`config.mk`:
```
export PLATFORM = sky130hd
export DESIGN_NAME = gate_bist_ctrl
export DESIGN_NICKNAME = d
export VERILOG_FILES = /design/src/rtl/gate_bist_pkg.sv /design/src/rtl/gate_bist_timer.sv /design/src/rtl/gate_bist_ctrl.sv
export SDC_FILE = /design/constraint.sdc
export NUM_CORES = 1
export LEC_CHECK = 0
export CORE_MARGIN = 1.5
export CORE_UTILIZATION = 50
export DETAILED_ROUTE_END_ITERATION = 6
export GPL_ROUTABILITY_DRIVEN = 0
export PLACE_DENSITY = 0.77
export SLEW_MARGIN = 0
export SYNTH_ARGS = -nofsm -noshare
export SYNTH_HDL_FRONTEND = slang
export SYNTH_SLANG_ARGS = --single-unit
```
`constraint.sdc`:
```
create_clock -name clk -period 2.7 [get_ports clk]
set_input_delay 0.54 -clock clk [delete_from_list [all_inputs] [get_ports clk]]
set_output_delay 0.54 -clock clk [all_outputs]
set_load 0.01 [all_outputs]
```
`src/rtl/gate_bist_pkg.sv`:
```
// gate_bist_pkg
// Shared definitions for the two-input gate self-test controller:
//   - state_t       : controller FSM state encoding
//   - NUM_VECTORS   : number of input vectors applied per run
//   - *_TT          : expected truth tables, bit index = {a,b}
//   - vec_last      : helper flagging the final vector of a run
package gate_bist_pkg;

  typedef enum logic [1:0] {
    ST_IDLE   = 2'd0,
    ST_SETTLE = 2'd1,
    ST_SAMPLE = 2'd2,
    ST_DONE   = 2'd3
  } state_t;

  localparam int unsigned NUM_VECTORS = 4;

  localparam logic [3:0] OR_TT   = 4'b1110;
  localparam logic [3:0] AND_TT  = 4'b1000;
  localparam logic [3:0] NAND_TT = 4'b0111;
  localparam logic [3:0] NOR_TT  = 4'b0001;
  localparam logic [3:0] XOR_TT  = 4'b0110;

  function automatic logic vec_last(input logic [1:0] vec);
    return vec == 2'(NUM_VECTORS - 1);
  endfunction

endpackage

```
`src/rtl/gate_bist_timer.sv`:
```
// gate_bist_timer
// Settle-time counter. Counts while en is high, restarts from 0 on clear,
// and flags expire in the cycle where the count reaches SETTLE_CYCLES-1,
// i.e. in the last of SETTLE_CYCLES enabled cycles.
// Ports:
//   clk    in  clock, rising edge
//   rst    in  synchronous active-high reset
//   clear  in  restart count at 0 on the next edge
//   en     in  advance count on the next edge
//   expire out count == SETTLE_CYCLES-1 (combinational)
module gate_bist_timer #(
  parameter int unsigned SETTLE_CYCLES = 2
) (
  input  logic clk,
  input  logic rst,
  input  logic clear,
  input  logic en,
  output logic expire
);

  localparam logic [3:0] LAST = 4'(SETTLE_CYCLES - 1);

  logic [3:0] count_q;

  always_ff @(posedge clk) begin
    if (rst || clear) begin
      count_q <= 4'd0;
    end else if (en) begin
      count_q <= count_q + 4'd1;
    end
  end

  assign expire = (count_q == LAST);

endmodule

```
`src/rtl/gate_bist_ctrl.sv`:
```
// gate_bist_ctrl
// Self-test controller for a two-input logic gate. On start it applies the
// vectors 00, 01, 10, 11 to the gate, holds each one SETTLE_CYCLES cycles,
// then compares dut_y with the captured truth table and accumulates results.
//
// Handshake: start is a level sampled on the rising edge; it is accepted only
// in IDLE and ignored otherwise (no queueing). done is a one-cycle pulse in
// the DONE state; results are final in that cycle and held until the next
// accepted start.
//
// Ports:
//   clk, rst    clock / synchronous active-high reset
//   start       begin a run (IDLE only)
//   exp_tt[3:0] expected gate output indexed by {a,b}, captured at start
//   dut_y       gate output under test
//   dut_a/dut_b gate inputs
//   busy        run in progress (SETTLE/SAMPLE)
//   done        end-of-run pulse
//   pass        last run had no mismatches
//   err_cnt     mismatch count of last run
//   fail_vec    {a,b} of the first mismatch
//   dbg_state   current FSM state
//
// Build option: GATE_BIST_STOP_ON_FAIL_EN ends the run at the first mismatch.
module gate_bist_ctrl
  import gate_bist_pkg::*;
#(
  parameter int unsigned SETTLE_CYCLES = 2
) (
  input  logic       clk,
  input  logic       rst,
  input  logic       start,
  input  logic [3:0] exp_tt,
  input  logic       dut_y,
  output logic       dut_a,
  output logic       dut_b,
  output logic       busy,
  output logic       done,
  output logic       pass,
  output logic [2:0] err_cnt,
  output logic [1:0] fail_vec,
  output logic [1:0] dbg_state
);

`ifdef GATE_BIST_STOP_ON_FAIL_EN
  localparam bit STOP_ON_FAIL = 1'b1;
`else
  localparam bit STOP_ON_FAIL = 1'b0;
`endif

  state_t     state_q, state_d;
  logic [3:0] tt_q;
  logic [1:0] vec_q;
  logic [1:0] ab_q;
  logic [2:0] err_q;
  logic [2:0] err_next;
  logic       pass_q;
  logic [1:0] fail_q;

  logic       timer_clear;
  logic       timer_en;
  logic       timer_expire;
  logic       mismatch;

  gate_bist_timer #(
    .SETTLE_CYCLES(SETTLE_CYCLES)
  ) u_timer (
    .clk   (clk),
    .rst   (rst),
    .clear (timer_clear),
    .en    (timer_en),
    .expire(timer_expire)
  );

  // Case inequality so that an x/z gate output is reported as a mismatch.
  assign mismatch = (dut_y !== tt_q[vec_q]);
  assign err_next = err_q + {2'b00, mismatch};

  always_comb begin
    state_d     = state_q;
    timer_clear = 1'b0;
    timer_en    = 1'b0;
    case (state_q)
      ST_IDLE: begin
        if (start) begin
          state_d     = ST_SETTLE;
          timer_clear = 1'b1;
        end
      end
      ST_SETTLE: begin
        timer_en = 1'b1;
        if (timer_expire) state_d = ST_SAMPLE;
      end
      ST_SAMPLE: begin
        timer_clear = 1'b1;
        if (vec_last(vec_q) || (STOP_ON_FAIL && mismatch)) state_d = ST_DONE;
        else                                                 state_d = ST_SETTLE;
      end
      ST_DONE: state_d = ST_IDLE;
      default: state_d = ST_IDLE;
    endcase
  end

  always_ff @(posedge clk) begin
    if (rst) begin
      state_q <= ST_IDLE;
      tt_q    <= 4'd0;
      vec_q   <= 2'd0;
      ab_q    <= 2'd0;
      err_q   <= 3'd0;
      pass_q  <= 1'b0;
      fail_q  <= 2'd0;
    end else begin
      state_q <= state_d;
      case (state_q)
        ST_IDLE: begin
          if (start) begin
            tt_q   <= exp_tt;
            vec_q  <= 2'd0;
            ab_q   <= 2'd0;
            err_q  <= 3'd0;
            pass_q <= 1'b0;
            fail_q <= 2'd0;
          end
        end
        ST_SAMPLE: begin
          err_q <= err_next;
          if (mismatch && (err_q == 3'd0)) fail_q <= vec_q;
          if (state_d == ST_DONE) begin
            // Results are registered on entry so they are final in the done cycle.
            pass_q <= (err_next == 3'd0);
            ab_q   <= 2'd0;
          end else begin
            vec_q <= vec_q + 2'd1;
            ab_q  <= vec_q + 2'd1;
          end
        end
        default: ;
      endcase
    end
  end

  assign dut_a     = ab_q[1];
  assign dut_b     = ab_q[0];
  assign busy      = (state_q == ST_SETTLE) || (state_q == ST_SAMPLE);
  assign done      = (state_q == ST_DONE);
  assign pass      = pass_q;
  assign err_cnt   = err_q;
  assign fail_vec  = fail_q;
  assign dbg_state = state_q;

endmodule

```
==> results_tabular.tex, run 1 <==
\begin{tabular}{lr}
\hline
Metric & Value \\
\hline
\multicolumn{2}{l}{\textbf{Timing}} \\
\quad Number of endpoints failing setup at the final stage & 0 \\
\quad Slew Limit Headroom & 73.9\% \\
\quad Maximum clock rate & 411 MHz \\
\quad Clk\_skew & roughly 1.7 ps \\
\quad Ratio of final minimum period to clock period & 90.2\% \\
\quad Unrepaired setup endpoints after global routing & false \\
\quad Total Negative Setup Slacks & 0 ps \\
\quad Number of pins with negative max-slew slack in the final report & 0 \\
\quad Transition time at the pin with the least slew margin & 387 ps \\
\quad Shortest clock period the worst path allows after layout & roughly 2400 ps \\
\quad Final number of hold-violating endpoints & 0 \\
\multicolumn{2}{l}{\textbf{Logic synthesis}} \\
\quad Flip-flop and latch count after synthesis & 20 \\
\quad Number of nets produced by synthesis & 136 \\
\quad EDFF count, synth & 0 \\
\quad Cell taking the most area after synthesis & dfxtp\_1 \\
\quad Proportion of register bits with asynchronous set or reset after synthesis & 0\% \\
\quad Count of yosys warnings during synthesis & 0 \\
\quad Distinct cells, synth & 35 \\
\quad Share of the synthesized area in the top cell type & 37.3\% \\
\quad Ranking of synthesized cells by instance count & 20 x dfxtp\_1, 13 x nand2\_1, 10 x ha\_1 \\
\quad Main flop type after synthesis & dfxtp\_1 \\
\quad Post-synthesis cell area & between 1000 and 1500 um2 \\
\quad Largest cells by area after synthesis & dfxtp\_1 37\%, ha\_1 12\%, nand2\_1 4.6\% \\
\quad Count of mapped cells out of synthesis & around 120 \\
\quad Part of the Yosys area used for sequential elements & 37.3\% \\
\quad Count leader, synth & dfxtp\_1 \\
\quad Mean area per synthesized cell & 9.09 um2 \\
\multicolumn{2}{l}{\textbf{Global routing}} \\
\quad Number of global-route vias before repair & 876 \\
\quad Total routing resource utilization after global routing & 19.2\% \\
\quad Number of antenna violations at the first check in global routing & 0 \\
\quad First-pass GRT wire length & 3.69 mm \\
\quad Overall overflow remaining after global route & 0 \\
\quad Maximum number of pins on one net before global-route repair & 21 \\
\quad Grt met1 use & 23.3\% \\
\quad Global Route met2 Usage & between 30\% and 40\% \\
\quad Busiest grt layer & met2 \\
\quad Met3 track utilization from global routing & 3.68\% \\
\multicolumn{2}{l}{\textbf{Clock network}} \\
\quad Post-CTS sizing & 0 \\
\quad TritonCTS buffer count & 3 \\
\quad Post-cts hold buffer count & 0 \\
\quad Clock network latency to the later pin of the worst-skew pair & about 300 ps \\
\quad Root buf cell & clkbuf\_4 \\
\quad CTS Buffer Depth & 2 \\
\quad Worst-path clk slew & 110 ps \\
\quad H-tree level count & 1 \\
\quad Number of sinks handled by clock tree synthesis & 20 \\
\quad TritonCTS clock tree & done \\
\quad Setup Buffers After CTS & 0 \\
\multicolumn{2}{l}{\textbf{Power}} \\
\quad Switching part of the total power & 26.3\% \\
\quad Sequential cell fraction of total power & 52.9\% \\
\quad Switching power of the nets & 155 uW \\
\quad Leakage component of the power & a little over 0.0005 uW \\
\quad Clk pwr share & 29.2\% \\
\quad Max IR drop VDD & $\sim$0.28 mV \\
\quad Combinational share of power & 17.9\% \\
\quad Power density of the placed cells & 448 nW/um2 \\
\quad Cell internal pwr & 434 uW \\
\multicolumn{2}{l}{\textbf{Hold path}} \\
\quad Start point of the worst hold path & tt\_q[1] \\
\quad Hold Crit Depth & 2 \\
\quad Capture endpoint of the worst hold path & tt\_q[1] \\
\quad Hold Path Class & reg -> reg \\
\multicolumn{2}{l}{\textbf{Route}} \\
\quad Router iterations before antenna repair & 4 \\
\quad Drt wl/cell & 12.8 um \\
\quad DRC marker count from the first detailed-route iteration & 13 \\
\quad Routed wire length & approximately 2.1 mm \\
\quad Detail Route Antenna Nets & 0 \\
\quad Number of vias per cell after detailed routing & 5.60 \\
\quad DR DRC count & 0 \\
\quad Via total after detailed routing & about 920 \\
\multicolumn{2}{l}{\textbf{Floorplan}} \\
\quad Initial standard-cell utilization of the core & 54.1\% \\
\quad Die span in x & slightly below 50 um \\
\quad Number of cell rows & 16 \\
\quad Number of ports placed on the die boundary & 20 \\
\quad Area of the die & 2430 um2 \\
\quad Floorplan Core Area & 1980 um2 \\
\quad Y dimension of the die & a little under 50 um \\
\multicolumn{2}{l}{\textbf{Cells and area}} \\
\quad Sequential standard cell area & roughly 400 um2 \\
\quad Layout-stage area growth over the synthesis result & 22.6\% \\
\quad Final Cell Area & 1320 um2 \\
\quad Share of final-layout standard cells stronger than drive strength 1 & 8.03\% \\
\quad N\_diodes & 0 \\
\quad Nets & 156 \\
\quad Fillers & between 150 and 200 \\
\quad Finished Layout Cells & 164 \\
\quad Multi-input combinational cell area & 628 um2 \\
\multicolumn{2}{l}{\textbf{Placement}} \\
\quad Area of placed instances & $\sim$1300 um2 \\
\quad Placed cell count & 160 \\
\quad Buffers on Ports & 19 \\
\quad Final HPWL DP & 1.59 mm \\
\multicolumn{2}{l}{\textbf{Setup path}} \\
\quad Critical Path Fanout Max & 5 \\
\quad Reg-to-Reg Start & vec\_q[0] \\
\quad Required arrival time at the worst endpoint & 2930 ps \\
\quad Kind of end point of the critical path & flop \\
\quad Element type at the critical path start & flop \\
\quad End of the worst register-to-register path & pass \\
\quad Worst reg2reg setup slack & 270 ps \\
\quad Arrival @ worst endpoint & 2670 ps \\
\quad Depth of the most critical reg-to-reg path & 9 \\
\quad CP Class & reg -> reg \\
\multicolumn{2}{l}{\textbf{Run status}} \\
\quad Status & completed \\
\multicolumn{2}{l}{\textbf{Flow run}} \\
\quad Max cap viols & 0 \\
\hline
\end{tabular}
per-stage QoR:
stage	util, %	hold slack, ps	total power, uW	setup slack, ps
floorplan	-	433	391	512
global placement	64.5	445	419	332
detailed placement	64.5	452	423	283
CTS	66.4	469	593	282
global route	66.4	496	622	126
finish	66.4	468	589	265
area by class of cell:
type | count | area share [%]
Timing Repair Buffer | 20 | 15.0
Inverter | 5 | 1.43
Tap cell | 27 | 2.57
Clock buffer | 4 | 2.76
Sequential cell | 20 | 30.4
Multi-Input combinational cell | 88 | 47.8
worst max-delay path, cell delays in order (launching register included):
cell	delay, ps
dfxtp_1	450
mux4_2	560
xnor2_2	190
inv_1	70
ha_1	180
ha_1	220
xor2_1	160
nor4_1	220
nor3b_1	200
o21bai_1	130
kinds of logic (layout without fill, tap and decap cells):
logic type	count (synthesis)	in the layout	synth area share, %
simple gates	43	43	20.2
compound gates	28	28	17.7
flops	20	20	37.3
fa+ha+maj	10	10	11.7
buf+inv	10	29	4.08
xor+xnor	5	5	4.79
mux	2	2	4.20
power groups by stage:
stage / combinational, uW / clock (uW) / sequential, uW
6_report: 105 / 172 / 312
5_1_grt: 117 / 191 / 314
4_1_cts: 105 / 176 / 312
3_5_place_dp: 104 / 0 / 318
3_3_place_gp: 101 / 0 / 318
2_1_floorplan: 73.2 / 0 / 317
placed cells by master (no fill, tap or decap):
master           instances
inv_1                    5
o22ai_2                  1
nor3b_1                  3
nor4_1                   1
nand3b_1                 3
clkdlybuf4s50_1         19
buf_4                    1
nor2b_1                  4
xnor2_2                  1
o22a_1                   1
nor2_2                   1
a21oi_1                  7
a22oi_1                  2
o21ai_0                  9
o2111a_1                 1
ha_1                    10
nand3_1                  4
nand4_1                  1
o21bai_1                 1
dfxtp_1                 20
clkbuf_8                 1
a211oi_1                 1
mux2i_4                  1
o211ai_1                 2
nand2_1                 13
a22o_1                   2
nor3_1                   2
xor2_1                   3
clkbuf_4                 3
nand2b_1                 3
o221ai_2                 1
nor2_1                   8
xnor2_1                  1
mux4_2                   1
routing by layer:
metal | wire (um) | vias to the layer above
li1 | - | 457
met3 | 114 | 4
met2 | 1010 | 30
met4 | 16 | 0
met1 | 966 | 428
met5 | 0 | -
worst max-delay path by stage:
stage | slack, ps | start | endpoint | depth (start not counted)
6_report | 270 | vec_q[0] | pass | 9
5_1_grt | 130 | vec_q[0] | pass | 9
4_1_cts | 280 | vec_q[0] | pass | 9
3_5_place_dp | 280 | dut_y | pass | 9
3_3_place_gp | 330 | dut_y | pass | 9
2_1_floorplan | 510 | vec_q[0] | pass | 9
registers in the layout, indices dropped and copies added (netlist names):
register         flops
vec_q                2
fail_vec             2
ab_q                 2
dbg_state            2
pass                 1
u_timer.count_q      4
tt_q                 4
err_cnt              3
Power figures use the tool's default switching activity.
==> inputs of run 2 (changes only) <==
- CORE_ASPECT_RATIO: unset -> 1.2
==> results_tabular.tex, run 2 (synthesis gave the netlist of run 1 again) <==
\begin{tabular}{lr}
\hline
Metric & Value \\
\hline
\multicolumn{2}{l}{\textbf{Route}} \\
\quad Via total after detailed routing & 875 (-4.8\%) \\
\quad Routed wire length & 1.99 mm (-5.3\%) \\
\quad Router iterations before antenna repair & 4 (unchanged) \\
\quad DR DRC count & 0 (unchanged) \\
\quad Number of vias per cell after detailed routing & 5.24 (-6.5\%) \\
\quad DRC marker count from the first detailed-route iteration & 13 (unchanged) \\
\quad Drt wl/cell & 11.9 um (-7.0\%) \\
\quad Detail Route Antenna Nets & 0 (unchanged) \\
\multicolumn{2}{l}{\textbf{Timing}} \\
\quad Number of pins with negative max-slew slack in the final report & 0 (unchanged) \\
\quad Number of endpoints failing setup at the final stage & 0 (unchanged) \\
\quad Maximum clock rate & 423 MHz (+3.1\%) \\
\quad Ratio of final minimum period to clock period & 87.5\% (-2.7 points) \\
\quad Transition time at the pin with the least slew margin & 374 ps (-13.0 ps) \\
\quad Unrepaired setup endpoints after global routing & false \\
\quad Clk\_skew & 3.37 ps (+1.68 ps) \\
\quad Final number of hold-violating endpoints & 0 (unchanged) \\
\quad Slew Limit Headroom & 74.8\% (+0.87 points) \\
\quad Total Negative Setup Slacks & 0 ps (unchanged) \\
\quad Shortest clock period the worst path allows after layout & 2360 ps (-73.0 ps) \\
\multicolumn{2}{l}{\textbf{Setup path}} \\
\quad CP peak stage delay & 560 ps (about the same) \\
\quad Sequence of cells on the critical path & mux4\_2 -> xnor2\_2 -> inv\_1 -> ha\_1 -> ha\_1 -> xor2\_1 -> nor4\_1 -> nor3b\_1 -> o21bai\_1 \\
\quad Required arrival time at the worst endpoint & 2950 ps (+20 ps) \\
\quad Critical path's slowest cell & mux4\_2 \\
\quad Kind of end point of the critical path & flop \\
\quad Family with the most delay on the worst path & multiplexers \\
\quad CP Class & reg -> reg \\
\quad Arrival @ worst endpoint & 2610 ps (-60 ps) \\
\quad Element type at the critical path start & flop \\
\quad Most common cell on crit path & ha\_1 \\
\quad Critical Path Fanout Max & 5 (unchanged) \\
\quad Buffers and inverters on the worst path & 1 (unchanged) \\
\multicolumn{2}{l}{\textbf{Clock network}} \\
\quad Number of sinks handled by clock tree synthesis & 20 (unchanged) \\
\quad H-tree level count & 1 (unchanged) \\
\quad TritonCTS clock tree & done \\
\quad Post-CTS sizing & 0 (unchanged) \\
\quad Setup Buffers After CTS & 0 (unchanged) \\
\quad Worst-path clk slew & 110 ps (about the same) \\
\quad CTS Buffer Depth & 2 (unchanged) \\
\quad Clock network latency to the later pin of the worst-skew pair & 310 ps (about the same) \\
\quad Post-cts hold buffer count & 0 (unchanged) \\
\quad Root buf cell & clkbuf\_4 \\
\quad TritonCTS buffer count & 3 (unchanged) \\
\multicolumn{2}{l}{\textbf{Global routing}} \\
\quad First-pass GRT wire length & 3.46 mm (-6.2\%) \\
\quad Busiest grt layer & met2 \\
\quad Total routing resource utilization after global routing & 19.4\% (+0.15 points) \\
\quad Overall overflow remaining after global route & 0 (unchanged) \\
\quad Met3 track utilization from global routing & 3.36\% (-0.33 points) \\
\quad Number of antenna violations at the first check in global routing & 0 (unchanged) \\
\quad Maximum number of pins on one net before global-route repair & 12 (-43\%) \\
\quad Grt met1 use & 24.4\% (+1.1 points) \\
\quad Number of global-route vias before repair & 814 (-7.1\%) \\
\quad Global Route met2 Usage & 31.7\% (-2.1 points) \\
\multicolumn{2}{l}{\textbf{Placement}} \\
\quad Buffers on Ports & 19 (unchanged) \\
\quad Final HPWL DP & 1.56 mm (-1.8\%) \\
\quad Area of placed instances & 1280 um2 (+0.29\%) \\
\multicolumn{2}{l}{\textbf{Cells and area}} \\
\quad Sequential standard cell area & 400 um2 (unchanged) \\
\quad Commonest non-fill, non-tap cell in the layout & dfxtp\_1 \\
\quad Final Cell Area & 1320 um2 (+0.29\%) \\
\quad N\_diodes & 0 (unchanged) \\
\quad Highest-count cells in the layout ignoring fill and taps & 20 x dfxtp\_1, 19 x clkdlybuf4s50\_1, 13 x nand2\_1, 10 x ha\_1, 9 x o21ai\_0 \\
\quad Multi-input combinational cell area & 628 um2 (unchanged) \\
\quad Nets & 156 (unchanged) \\
\quad Share of final-layout standard cells stronger than drive strength 1 & 8.03\% (unchanged) \\
\quad Fillers & 177 (+12\%) \\
\quad Layout-stage area growth over the synthesis result & 23.0\% \\
\multicolumn{2}{l}{\textbf{Floorplan}} \\
\quad Number of ports placed on the die boundary & 20 (unchanged) \\
\quad Number of cell rows & 18 (+2) \\
\quad Y dimension of the die & 53.7 um (+9.0\%) \\
\quad Area of the die & 2430 um2 (about the same) \\
\quad Die span in x & 45.3 um (-8.2\%) \\
\quad Initial standard-cell utilization of the core & 52.3\% (-1.8 points) \\
\quad Floorplan Core Area & 2050 um2 (+3.4\%) \\
\multicolumn{2}{l}{\textbf{Flow run}} \\
\quad Max cap viols & 0 (unchanged) \\
\multicolumn{2}{l}{\textbf{Power}} \\
\quad Power density of the placed cells & 448 nW/um2 (about the same) \\
\quad Leakage component of the power & 0.000508 uW (unchanged) \\
\quad Max IR drop VDD & 0.368 mV (+30\%) \\
\multicolumn{2}{l}{\textbf{Hold path}} \\
\quad Hold Path Class & reg -> reg \\
\multicolumn{2}{l}{\textbf{Run status}} \\
\quad Status & completed \\
\hline
\end{tabular}
==> run 2: cell counts in the layout (fill, tap and decap cells not counted) <==
No cell type changed its count.
==> run 2: area by class of cell <==
| cell class | count | area share [%] |
|---|---|---|
| Clock buffer | 4 | 2.75 |
| Inverter | 5 | 1.42 |
| Multi-Input combinational cell | 88 | 47.6 |
| Sequential cell | 20 | 30.4 |
| Tap cell | 30 | 2.85 |
| Timing Repair Buffer | 20 | 15.0 |
==> run 2: worst paths after layout <==
path | endpoint | cells after the start | slack [ps] | startpoint
worst min register to register | tt_q[3] | 2 | 460 | tt_q[3]
worst min-delay path | tt_q[3] | 2 | 460 | tt_q[3]
worst max register to register | pass | 9 | 340 | vec_q[0]
worst max-delay path | pass | 9 | 340 | vec_q[0]
==> run 2: routing by layer <==
layer / vias up / wire length, um
li1: 451 / -
met1: 401 / 917
met2: 18 / 966
met3: 5 / 67
met4: 0 / 40
met5: - / 0
==> run 2: worst register-to-register path, stage by stage, from the launching register on <==
cell and delay [ps]:
dfxtp_1 440, mux4_2 560, xnor2_2 180, inv_1 70, ha_1 180, ha_1 210
xor2_1 160, nor4_1 210, nor3b_1 190, o21bai_1 120
==> run 2: power by group <==
| part | switching [uW] | internal (uW) | total [uW] |
|---|---|---|---|
| logic | 54.5 | 48.1 | 103 |
| clock network | 94.4 | 82.4 | 177 |
| registers | 7.94 | 304 | 312 |
==> run 2: metrics by stage <==
stage	power [uW]	instances	util (%)	setup WS [ps]	hold slack, ps
final	591	167	64.3	338	461
after global routing	621	167	64.3	159	486
after CTS	595	167	64.3	303	464
after detailed placement	421	163	62.6	286	448
after global placement	418	163	62.6	328	448
after floorplan	391	118	-	512	433
==> inputs of run 3 (changes only) <==
- CELL_PAD_IN_SITES_DETAIL_PLACEMENT: unset -> 0
- CELL_PAD_IN_SITES_GLOBAL_PLACEMENT: unset -> 1
- CORE_UTILIZATION: 50 -> 38
- PLACE_DENSITY: 0.77 -> unset
- PLACE_DENSITY_LB_ADDON: unset -> 0.1
- REMOVE_ABC_BUFFERS: unset -> 1
==> results_tabular.tex, run 3 (synthesis gave the netlist of run 1 again) <==
\begin{tabular}{lr}
\hline
Metric & Value \\
\hline
\multicolumn{2}{l}{\textbf{Clock network}} \\
\quad H-tree level count & 1 (unchanged) \\
\quad Number of sinks handled by clock tree synthesis & 20 (unchanged) \\
\quad TritonCTS clock tree & done \\
\quad Post-cts hold buffer count & 0 (unchanged) \\
\quad TritonCTS buffer count & 3 (unchanged) \\
\quad Worst-path clk slew & 120 ps (about the same) \\
\quad CTS Buffer Depth & 2 (unchanged) \\
\quad Clock network latency to the later pin of the worst-skew pair & 310 ps (about the same) \\
\quad Post-CTS sizing & 0 (unchanged) \\
\quad Setup Buffers After CTS & 0 (unchanged) \\
\quad Root buf cell & clkbuf\_4 \\
\multicolumn{2}{l}{\textbf{Setup path}} \\
\quad Critical Path Fanout Max & 5 (unchanged) \\
\quad Sequence of cells on the critical path & mux4\_2 -> xnor2\_2 -> inv\_1 -> ha\_1 -> ha\_1 -> xor2\_1 -> nor4\_1 -> nor3b\_1 -> o21bai\_1 \\
\quad CP peak stage delay & 560 ps (about the same) \\
\quad Family with the most delay on the worst path & multiplexers \\
\quad Arrival @ worst endpoint & 2660 ps (+50 ps) \\
\quad CP Class & reg -> reg \\
\quad Launching element of the worst setup path & vec\_q[0] \\
\quad Critical path's slowest cell & mux4\_2 \\
\quad Required arrival time at the worst endpoint & 2950 ps (about the same) \\
\quad Kind of end point of the critical path & flop \\
\quad Most common cell on crit path & ha\_1 \\
\quad Reg-to-Reg Start & vec\_q[0] \\
\quad Element type at the critical path start & flop \\
\quad Buffers and inverters on the worst path & 1 (unchanged) \\
\multicolumn{2}{l}{\textbf{Floorplan}} \\
\quad Die span in x & 51.5 um (+14\%) \\
\quad Y dimension of the die & 61.2 um (+14\%) \\
\quad Area of the die & 3150 um2 (+30\%) \\
\quad Floorplan Core Area & 2600 um2 (+27\%) \\
\quad Number of ports placed on the die boundary & 20 (unchanged) \\
\quad Number of cell rows & 20 (+2) \\
\quad Initial standard-cell utilization of the core & 41.2\% (-11 points) \\
\multicolumn{2}{l}{\textbf{Flow run}} \\
\quad Max cap viols & 0 (unchanged) \\
\multicolumn{2}{l}{\textbf{Timing}} \\
\quad Shortest clock period the worst path allows after layout & 2410 ps (+47.7 ps) \\
\quad Number of pins with negative max-slew slack in the final report & 0 (unchanged) \\
\quad Clk\_skew & 5.68 ps (+2.31 ps) \\
\quad Slew Limit Headroom & 73.5\% (-1.3 points) \\
\quad Ratio of final minimum period to clock period & 89.2\% (+1.8 points) \\
\quad Unrepaired setup endpoints after global routing & false \\
\quad Final number of hold-violating endpoints & 0 (unchanged) \\
\quad Total Negative Setup Slacks & 0 ps (unchanged) \\
\quad Transition time at the pin with the least slew margin & 393 ps (+19.7 ps) \\
\quad Maximum clock rate & 415 MHz (-2.0\%) \\
\quad Number of endpoints failing setup at the final stage & 0 (unchanged) \\
\multicolumn{2}{l}{\textbf{Hold path}} \\
\quad Start point of the worst hold path & tt\_q[2] \\
\quad Hold Path Class & reg -> reg \\
\multicolumn{2}{l}{\textbf{Placement}} \\
\quad Final HPWL DP & 1.72 mm (+9.9\%) \\
\quad Buffers on Ports & 19 (unchanged) \\
\quad Placed cell count & 166 (+1.8\%) \\
\quad Area of placed instances & 1290 um2 (+0.29\%) \\
\multicolumn{2}{l}{\textbf{Global routing}} \\
\quad First-pass GRT wire length & 3.86 mm (+12\%) \\
\quad Number of global-route vias before repair & 854 (+4.9\%) \\
\quad Maximum number of pins on one net before global-route repair & 18 (+6) \\
\quad Total routing resource utilization after global routing & 16.6\% (-2.8 points) \\
\quad Overall overflow remaining after global route & 0 (unchanged) \\
\quad Number of antenna violations at the first check in global routing & 0 (unchanged) \\
\multicolumn{2}{l}{\textbf{Route}} \\
\quad Router iterations before antenna repair & 4 (unchanged) \\
\quad Number of vias per cell after detailed routing & 5.19 (-0.98\%) \\
\quad DRC marker count from the first detailed-route iteration & 14 (+1) \\
\quad DR DRC count & 0 (unchanged) \\
\quad Drt wl/cell & 13.5 um (+13\%) \\
\quad Via total after detailed routing & 882 (+0.80\%) \\
\quad Detail Route Antenna Nets & 0 (unchanged) \\
\quad Routed wire length & 2.29 mm (+15\%) \\
\multicolumn{2}{l}{\textbf{Power}} \\
\quad Sequential cell fraction of total power & 52.0\% (-0.7 points) \\
\quad Cell internal pwr & 434 uW (about the same) \\
\quad Clk pwr share & 30.6\% (+0.7 points) \\
\quad Switching part of the total power & 27.5\% (+0.94 points) \\
\quad Power density of the placed cells & 453 nW/um2 (+1.1\%) \\
\quad Leakage component of the power & 0.000508 uW (unchanged) \\
\quad Switching power of the nets & 165 uW (+5.0\%) \\
\quad Max IR drop VDD & 0.227 mV (-38\%) \\
\quad Combinational share of power & 17.3\% (about the same) \\
\multicolumn{2}{l}{\textbf{Cells and area}} \\
\quad Highest-count cells in the layout ignoring fill and taps & 20 x dfxtp\_1, 19 x clkdlybuf4s50\_1, 13 x nand2\_1, 10 x ha\_1, 9 x o21ai\_0 \\
\quad N\_diodes & 0 (unchanged) \\
\quad Nets & 156 (unchanged) \\
\quad Share of final-layout standard cells stronger than drive strength 1 & 8.03\% (unchanged) \\
\quad Final Cell Area & 1320 um2 (+0.29\%) \\
\quad Layout-stage area growth over the synthesis result & 23.3\% \\
\quad Commonest non-fill, non-tap cell in the layout & dfxtp\_1 \\
\quad Finished Layout Cells & 170 (+1.8\%) \\
\multicolumn{2}{l}{\textbf{Run status}} \\
\quad Status & completed \\
\hline
\end{tabular}
==> run 3: cell counts in the layout (fill, tap and decap cells not counted) <==
No cell type changed its count.
==> run 3: worst paths after layout <==
| check | endpoint | slack [ps] | cells past startpoint |
|---|---|---|---|
| max | pass | 290 | 9 |
| min | tt_q[2] | 470 | 2 |
| max reg2reg | pass | 290 | 9 |
| min reg2reg | tt_q[2] | 470 | 2 |
==> run 3: routing by layer <==
metal / global-route usage, % / wire length [um] / vias up
li1: - / - / 454
met1: 20.6 / 1090 / 412
met2: 28.6 / 1100 / 12
met3: 2.18 / 64 / 4
met4: 7.89 / 31 / 0
met5: 0 / 0 / -
==> run 3: through the flow <==
stage                     util, %  hold WS [ps]  worst slack (ps)  total power (uW)
after floorplan                 -           427               512               383
after CTS                    50.8           467               255               603
after global routing         50.8           489               109               629
after global placement       49.4           443               278               422
after detailed placement     49.4           449               271               423
final                        50.8           468               291               599
==> run 3: area by class of cell <==
class | instances | area [um2]
Inverter | 5 | 18.8
Tap cell | 33 | 41.3
Clock buffer | 4 | 36.3
Sequential cell | 20 | 400
Timing Repair Buffer | 20 | 198
Fill cell | 267 | 1280
Multi-Input combinational cell | 88 | 628
==> run 3: power by group through the flow <==
stage / combinational (uW) / clock (uW) / sequential, uW
finish: 104 / 183 / 312
global route: 116 / 199 / 314
CTS: 106 / 185 / 312
detailed placement: 105 / 0 / 319
global placement: 104 / 0 / 318
floorplan: 66.0 / 0 / 317
==> run 3: worst register-to-register path, stage by stage, from the launching register on <==
cell and delay [ps]:
dfxtp_1 460, mux4_2 560, xnor2_2 200, inv_1 70
ha_1 180, ha_1 220, xor2_1 150, nor4_1 200
nor3b_1 190, o21bai_1 120
